### src/rtl/rd_sched_pkg.sv
// rtl/rd_sched_pkg.sv - shared types and constants for the packet-read scheduler
`timescale 1ns/1ps
package rd_sched_pkg;

  localparam int          DESC_ADDR_W  = 32;
  localparam logic [15:0] SKIP_CNT_MAX = 16'hFFFF;

  typedef enum logic [1:0] {
    IDLE = 2'd0,
    LOAD = 2'd1,
    RUN  = 2'd2,
    GAP  = 2'd3
  } sched_state_e;

  typedef struct packed {
    logic [DESC_ADDR_W-1:0] ctrl;
    logic [DESC_ADDR_W-1:0] begin_addr;
    logic [DESC_ADDR_W-1:0] end_addr;
  } desc_t;

endpackage

### src/rtl/rd_sched_if.sv
// rtl/rd_sched_if.sv - descriptor push and rd_ctrl launch signals of the scheduler
`timescale 1ns/1ps
interface rd_sched_if #(
  parameter int ADDR_W = 32
);
  logic              desc_valid;
  logic              desc_ready;
  logic [ADDR_W-1:0] desc_ctrl;
  logic [ADDR_W-1:0] desc_begin;
  logic [ADDR_W-1:0] desc_end;
  logic              rd_ctrl;
  logic [ADDR_W-1:0] control;
  logic [ADDR_W-1:0] pkt_begin;
  logic [ADDR_W-1:0] pkt_end;
  logic              rd_ctrl_rdy;

  modport master (
    input  desc_valid, desc_ctrl, desc_begin, desc_end, rd_ctrl_rdy,
    output desc_ready, rd_ctrl, control, pkt_begin, pkt_end
  );

  modport slave (
    output desc_valid, desc_ctrl, desc_begin, desc_end, rd_ctrl_rdy,
    input  desc_ready, rd_ctrl, control, pkt_begin, pkt_end
  );
endinterface

### src/rtl/rd_sched_fifo.sv
// rtl/rd_sched_fifo.sv - descriptor FIFO with full/empty/level; DEPTH must be a power of two
`timescale 1ns/1ps
module rd_sched_fifo
  import rd_sched_pkg::*;
#(
  parameter  int DEPTH = 8,
  localparam int PTR_W = $clog2(DEPTH),
  localparam int LVL_W = PTR_W + 1
) (
  input  logic             clk,
  input  logic             reset,
  input  logic             i_push,
  input  desc_t            i_data,
  input  logic             i_pop,
  output desc_t            o_head,
  output logic             o_full,
  output logic             o_empty,
  output logic [LVL_W-1:0] o_level
);

  desc_t            r_mem [DEPTH];
  logic [PTR_W-1:0] r_wr_ptr;
  logic [PTR_W-1:0] r_rd_ptr;
  logic [LVL_W-1:0] r_level;
  logic             w_push;
  logic             w_pop;

  assign o_full  = (r_level == LVL_W'(DEPTH));
  assign o_empty = (r_level == '0);
  assign o_level = r_level;
  assign o_head  = r_mem[r_rd_ptr];
  // A push offered while full is refused even if a pop frees a slot this cycle.
  assign w_push  = i_push && !o_full;
  assign w_pop   = i_pop && !o_empty;

  always_ff @(posedge clk or posedge reset) begin
    if (reset) begin
      r_wr_ptr <= '0;
      r_rd_ptr <= '0;
      r_level  <= '0;
    end else begin
      if (w_push) r_wr_ptr <= r_wr_ptr + PTR_W'(1);
      if (w_pop)  r_rd_ptr <= r_rd_ptr + PTR_W'(1);
      case ({w_push, w_pop})
        2'b10:   r_level <= r_level + LVL_W'(1);
        2'b01:   r_level <= r_level - LVL_W'(1);
        default: r_level <= r_level;
      endcase
    end
  end

  always_ff @(posedge clk) begin
    if (w_push) r_mem[r_wr_ptr] <= i_data;
  end

endmodule

### src/rtl/rd_sched.sv
// rtl/rd_sched.sv - launches buffered packet descriptors into rd_ctrl one at a time
// Optional RUN watchdog with sticky o_err_timeout: define RD_SCHED_TIMEOUT_EN.
`timescale 1ns/1ps
module rd_sched
  import rd_sched_pkg::*;
#(
  parameter  int ADDR_W      = 32,
  parameter  int DESC_DEPTH  = 8,
`ifdef RD_SCHED_TIMEOUT_EN
  parameter  int TIMEOUT_CYC = 4096,
`endif
  localparam int LVL_W       = $clog2(DESC_DEPTH) + 1
) (
  input  logic              clk,
  input  logic              reset,
  rd_sched_if.master        bus,
  input  logic              i_pause,
  output logic              o_pkt_done,
  output logic              o_busy,
  output logic [LVL_W-1:0]  o_desc_level,
  output logic [31:0]       o_pkts_sent,
`ifdef RD_SCHED_TIMEOUT_EN
  output logic [15:0]       o_pkts_skipped,
  output logic              o_err_timeout
`else
  output logic [15:0]       o_pkts_skipped
`endif
);

  sched_state_e      r_state;
  logic              r_rd_ctrl;
  logic              r_pkt_done;
  logic              r_busy;
  logic [ADDR_W-1:0] r_control;
  logic [ADDR_W-1:0] r_pkt_begin;
  logic [ADDR_W-1:0] r_pkt_end;
  logic [31:0]       r_sent;
  logic [15:0]       r_skipped;
  desc_t             w_push_desc;
  desc_t             w_head;
  logic              w_full;
  logic              w_empty;
  logic              w_pop;

`ifdef RD_SCHED_TIMEOUT_EN
  localparam int TO_W = $clog2(TIMEOUT_CYC);
  logic [TO_W-1:0] r_to_cnt;
  logic            r_err_timeout;
  assign o_err_timeout = r_err_timeout;
`endif

  assign w_push_desc = '{ctrl:       DESC_ADDR_W'(bus.desc_ctrl),
                         begin_addr: DESC_ADDR_W'(bus.desc_begin),
                         end_addr:   DESC_ADDR_W'(bus.desc_end)};
  assign w_pop = (r_state == IDLE) && !w_empty && !i_pause;

  rd_sched_fifo #(.DEPTH(DESC_DEPTH)) u_fifo (
    .clk     (clk),
    .reset   (reset),
    .i_push  (bus.desc_valid),
    .i_data  (w_push_desc),
    .i_pop   (w_pop),
    .o_head  (w_head),
    .o_full  (w_full),
    .o_empty (w_empty),
    .o_level (o_desc_level)
  );

  assign bus.desc_ready = !w_full;
  assign bus.rd_ctrl    = r_rd_ctrl;
  assign bus.control    = r_control;
  assign bus.pkt_begin  = r_pkt_begin;
  assign bus.pkt_end    = r_pkt_end;
  assign o_pkt_done     = r_pkt_done;
  assign o_busy         = r_busy;
  assign o_pkts_sent    = r_sent;
  assign o_pkts_skipped = r_skipped;

  always_ff @(posedge clk or posedge reset) begin
    if (reset) begin
      r_state       <= IDLE;
      r_rd_ctrl     <= 1'b0;
      r_pkt_done    <= 1'b0;
      r_busy        <= 1'b0;
      r_control     <= '0;
      r_pkt_begin   <= '0;
      r_pkt_end     <= '0;
      r_sent        <= '0;
      r_skipped     <= '0;
`ifdef RD_SCHED_TIMEOUT_EN
      r_to_cnt      <= '0;
      r_err_timeout <= 1'b0;
`endif
    end else begin
      r_pkt_done <= 1'b0;
      case (r_state)
        IDLE: begin
          if (w_pop) begin
            r_control   <= ADDR_W'(w_head.ctrl);
            r_pkt_begin <= ADDR_W'(w_head.begin_addr);
            r_pkt_end   <= ADDR_W'(w_head.end_addr);
            r_busy      <= 1'b1;
            r_state     <= LOAD;
          end
        end
        LOAD: begin
          // Empty or inverted ranges never reach rd_ctrl.
          if (r_pkt_end <= r_pkt_begin) begin
            if (r_skipped != SKIP_CNT_MAX) r_skipped <= r_skipped + 16'd1;
            r_busy  <= 1'b0;
            r_state <= IDLE;
          end else begin
            r_rd_ctrl <= 1'b1;
`ifdef RD_SCHED_TIMEOUT_EN
            r_to_cnt  <= '0;
`endif
            r_state   <= RUN;
          end
        end
        RUN: begin
          if (bus.rd_ctrl_rdy) begin
            r_rd_ctrl  <= 1'b0;
            r_pkt_done <= 1'b1;
            r_sent     <= r_sent + 32'd1;
            r_state    <= GAP;
          end
`ifdef RD_SCHED_TIMEOUT_EN
          else if (r_to_cnt == TO_W'(TIMEOUT_CYC - 1)) begin
            r_rd_ctrl     <= 1'b0;
            r_err_timeout <= 1'b1;
            r_state       <= GAP;
          end else begin
            r_to_cnt <= r_to_cnt + TO_W'(1);
          end
`endif
        end
        GAP: begin
          r_busy  <= 1'b0;
          r_state <= IDLE;
        end
        default: r_state <= IDLE;
      endcase
    end
  end

endmodule

### src/flat_wrapper.sv
// flat-port wrapper written by rule: the top's interface ports become plain ports
module rd_sched_flat import rd_sched_pkg::*;
#(
  parameter  int ADDR_W      = 32,
  parameter  int DESC_DEPTH  = 8,

  localparam int LVL_W       = $clog2(DESC_DEPTH) + 1
)
  (clk, reset, i_pause, o_pkt_done, o_busy, o_desc_level, o_pkts_sent, o_pkts_skipped, bus_desc_valid, bus_desc_ctrl, bus_desc_begin, bus_desc_end, bus_rd_ctrl_rdy, bus_desc_ready, bus_rd_ctrl, bus_control, bus_pkt_begin, bus_pkt_end);
  rd_sched_if #(.ADDR_W(ADDR_W)) bus_i ();
  input  logic clk;
  input  logic reset;
  input  logic i_pause;
  output logic o_pkt_done;
  output logic o_busy;
  output logic [LVL_W-1:0] o_desc_level;
  output logic [31:0] o_pkts_sent;
  output logic [15:0] o_pkts_skipped;
  input wire logic [$bits(bus_i.desc_valid)-1:0] bus_desc_valid;
  input wire logic [$bits(bus_i.desc_ctrl)-1:0] bus_desc_ctrl;
  input wire logic [$bits(bus_i.desc_begin)-1:0] bus_desc_begin;
  input wire logic [$bits(bus_i.desc_end)-1:0] bus_desc_end;
  input wire logic [$bits(bus_i.rd_ctrl_rdy)-1:0] bus_rd_ctrl_rdy;
  output wire logic [$bits(bus_i.desc_ready)-1:0] bus_desc_ready;
  output wire logic [$bits(bus_i.rd_ctrl)-1:0] bus_rd_ctrl;
  output wire logic [$bits(bus_i.control)-1:0] bus_control;
  output wire logic [$bits(bus_i.pkt_begin)-1:0] bus_pkt_begin;
  output wire logic [$bits(bus_i.pkt_end)-1:0] bus_pkt_end;
  assign bus_i.desc_valid = bus_desc_valid;
  assign bus_i.desc_ctrl = bus_desc_ctrl;
  assign bus_i.desc_begin = bus_desc_begin;
  assign bus_i.desc_end = bus_desc_end;
  assign bus_i.rd_ctrl_rdy = bus_rd_ctrl_rdy;
  assign bus_desc_ready = bus_i.desc_ready;
  assign bus_rd_ctrl = bus_i.rd_ctrl;
  assign bus_control = bus_i.control;
  assign bus_pkt_begin = bus_i.pkt_begin;
  assign bus_pkt_end = bus_i.pkt_end;
  rd_sched #(.ADDR_W(ADDR_W), .DESC_DEPTH(DESC_DEPTH)) u_core (.clk(clk), .reset(reset), .bus(bus_i), .i_pause(i_pause), .o_pkt_done(o_pkt_done), .o_busy(o_busy), .o_desc_level(o_desc_level), .o_pkts_sent(o_pkts_sent), .o_pkts_skipped(o_pkts_skipped));
endmodule
### config.mk
export PLATFORM = sky130hd
export DESIGN_NAME = rd_sched_flat
export DESIGN_NICKNAME = d
export VERILOG_FILES = /design/src/rtl/rd_sched_pkg.sv /design/src/rtl/rd_sched_if.sv /design/src/rtl/rd_sched_fifo.sv /design/src/rtl/rd_sched.sv /design/src/flat_wrapper.sv
export SDC_FILE = /design/constraint.sdc
export NUM_CORES = 1
export LEC_CHECK = 0
export ABC_AREA = 1
export CELL_PAD_IN_SITES_DETAIL_PLACEMENT = 1
export CELL_PAD_IN_SITES_GLOBAL_PLACEMENT = 1
export CORE_ASPECT_RATIO = 0.8
export CORE_MARGIN = 4
export CORE_UTILIZATION = 30
export DETAILED_ROUTE_END_ITERATION = 8
export PLACE_DENSITY_LB_ADDON = 0.1
export SYNTH_ARGS = -nofsm -noshare
export SYNTH_HDL_FRONTEND = slang
export SYNTH_HIERARCHICAL = 1
export SYNTH_SLANG_ARGS = --single-unit
### constraint.sdc
create_clock -name clk -period 9.3 [get_ports clk]
set_input_delay 2.325 -clock clk [delete_from_list [all_inputs] [get_ports clk]]
set_output_delay 2.325 -clock clk [all_outputs]
set_load 0.1 [all_outputs]
==> flow_summary.toml <==
[finish]
drive_gt1_share_pct = 4.86
syn2layout_area_growth_pct = 18.8
n_fill_cell = 15200
nNetsFinal = 4590
final_area_um2 = 48300
fin_util_pct = 36.0
fin_cells = 6316

[placed_design]
dp.cells = 6110
dp_hpwl_um = 68700
place_area_um2 = 44900
io_buffers = 252
gp_congestion = 0.775

[route]
vias = 27400
first_pass_iters = 4
routed_wl_um = 119000
drtIter0Drc = 1431
drc = 0
avgRoutedWirePerCell_um = 18.8
ant_nets = 0
viasPerCell = 4.34

[clocking]
clock_sinks = 927
cts_root_buffer = "clkbuf_16"
clk_path_buf_depth = 3
insertion_delay_ns = 0.69
clk_pin_slew_worst_paths_ns = 0.06
post_cts_buffers = 0
cts_buffers = 106
cts.repair.resized = 0
cts_tree = "built"
hold_buffers = 0
htreeDepth = 3

[sta]
finClkSkew_ns = 0.0217
grt_setup_unrepaired = "no"
slew_viol_final = 0
fmax_mhz = 203
finalHoldViolations = 0
slew_headroom_pct = 27.1
worstMarginPinSlew_ns = 1.09
setup_viol = 0
setup_tns_ns = 0
period_share_pct = 52.8
period_needed_ns = 4.91

[floorplan]
die_h_um = 337
num_io_pins = 253
die-area_um2 = 142000
core_area_um2 = 134000
die_w_um = 420
initial_core_util_pct = 30.3
placementRows = 120

[logic_synthesis]
synth-seq-cells = 927
ys_warn_count = 6
ys_types = 38
syn_area_per_cell_um2 = 9.61
ys_seq_area_share_pct = 66.5
syn_nets = 4374
synth_cells = 4233
syn_area_um2 = 40700

[worst_hold_path]
worstHoldPathType = "flip-flop to flip-flop"
min_from = "u_core/bus.control[7]"

[global_routing]
antenna_found_initial = 9
grtUsageTotal_pct = 16.9
grt_pass1_wl_um = 179000
grt_pass1_vias = 27700
grt_max_degree = 211
overflow = 0

[setup_path]
rr_worst_depth = 10
startpoint_type = "flip-flop"
reg2reg_to = "u_core/bus.pkt_end[31]"
worstPathArrival_ns = 2.59
path_class = "flip-flop to output pin"
endpoint = "bus_desc_ready"
worstPathMaxFanout = 5
crit_path_start = "u_core/u_fifo/o_level[1]"
r2r-start = "u_core/u_fifo/r_rd_ptr[0]"
crit_required_ns = 6.98
r2r_slack_ns = 5.80
crit_path_end_kind = "output pin"

[pwr]
ir_drop_mv = 0.218
p_leak_nw = 20.7
pwr_density_cell_nw_per_um2 = 348
p_total_w = 0.0168

[job]
max-cap-violations = 0

[run_status]
status = "complete, no violations"
==> report_power, final <==
group	switching [W]	total, W	internal (W)
Combinational	0.00520	0.00690	0.00169
Clock	0.00173	0.00416	0.00243
Sequential	0.000486	0.00576	0.00527
Total	0.00742	0.0168	0.00939
==> placed cells by master, fill, tap and decap left out, types with 29 or more instances in the layout <==
cell type,n
clkbuf_1,29
o21ai_0,40
edfxtp_1,768
inv_1,469
nand3_1,41
ha_1,39
xor2_1,34
nor2_1,803
clkbuf_16,108
nand2_1,1607
clkdlybuf4s50_1,251
dfrtp_1,156
==> synthesized netlist by cell type, drive strengths merged <==
cell type  instances  area [um2]
nand3             45         253
ha                39         488
xor2              34         298
clkinv             1        3.75
a21o               1        7.51
nand3b             2        15.0
nor3              24         136
a21oi             15        75.1
o21ai             40         200
xnor2             16         140
nor3b              1        12.5
o21a               2        15.0
a31oi              1        21.3
edfxtp           768       23100
fa                 1        20.0
inv              475        1780
clkbuf            31         116
nand2           1610        6060
dfrtp            159        3980
buf              144         832
or2                2        12.5
nand4              9        56.3
nor2             807        3040
nor4               6        43.8
==> state kept, by name, summed over array words and instances (netlist names), named ones only <==
| signal | cells |
|---|---|
| u_core/u_fifo/r_mem | 768 |
| u_core/bus.control | 32 |
| u_core/bus.pkt_begin | 32 |
| u_core/bus.pkt_end | 32 |
| u_core/o_pkts_sent | 32 |
| u_core/o_pkts_skipped | 16 |
| u_core/u_fifo/o_level | 4 |
| u_core/u_fifo/r_rd_ptr | 3 |
| u_core/u_fifo/r_wr_ptr | 3 |
| u_core/bus.rd_ctrl | 1 |
| u_core/o_busy | 1 |
| u_core/o_pkt_done | 1 |
| u_core/r_state | 1 |
==> cell families (layout without fill, tap and decap cells) <==
group | Yosys count | count (layout) | share of synthesized area (%)
DFF | 927 | 927 | 66.5
other | 0 | 4 | 0
adders and majority gates | 40 | 40 | 1.25
buffers and inverters | 651 | 961 | 6.73
and+or+nand+nor | 2506 | 2506 | 23.7
AOI/OAI and AO/OA | 59 | 59 | 0.784
xor gates and xnor gates | 50 | 50 | 1.08
==> per-layer routing <==
metal / track usage (%) / up-vias / share of wire [%] / wire [um]
met2: 28.6 / 285 / 48 / 57200
met5: 0 / - / 0.019 / 23
li1: - / 13600 / - / -
met3: 2.64 / 152 / 2.8 / 3310
met4: 3.76 / 4 / 2.0 / 2350
met1: 22.9 / 13300 / 47 / 56000
==> metrics by stage <==
step	setup WS (ns)	hold WS (ns)
5_1_grt	4.24	0.499
6_report	4.39	0.471
4_1_cts	4.28	0.478
3_3_place_gp	3.92	0.467
2_1_floorplan	-0.458	0.481
3_5_place_dp	3.88	0.462
==> final cells by class <==
class / instances / area, um2 / area share, %
clock inverters: 59 / 549 / 1.14
flip-flops and latches: 927 / 27100 / 56.0
repair buffers: 283 / 2870 / 5.93
multi-input cells: 2655 / 10900 / 22.6
clock buffers: 143 / 2890 / 5.99
inverters: 476 / 1810 / 3.74
well taps: 1769 / 2210 / 4.58
diodes: 4 / 10.0 / 0.0207
==> worst min-delay path by stage <==
stage,end,slack [ns],cells past startpoint
floorplan,u_core/o_busy,0.48,1
global placement,u_core/bus.control[24],0.47,2
detailed placement,u_core/bus.control[24],0.46,2
CTS,u_core/bus.control[24],0.48,2
global route,u_core/bus.control[24],0.50,2
finish,u_core/bus.control[7],0.47,2
==> critical path, cell delays in order (launching register included) <==
cell	delay (ns)
dfrtp_1	0.42
nor2_1	0.09
nand3_1	0.16
inv_1	0.06
inv_1	0.05
clkdlybuf4s50_1	1.12
Power figures use the tool's default switching activity.
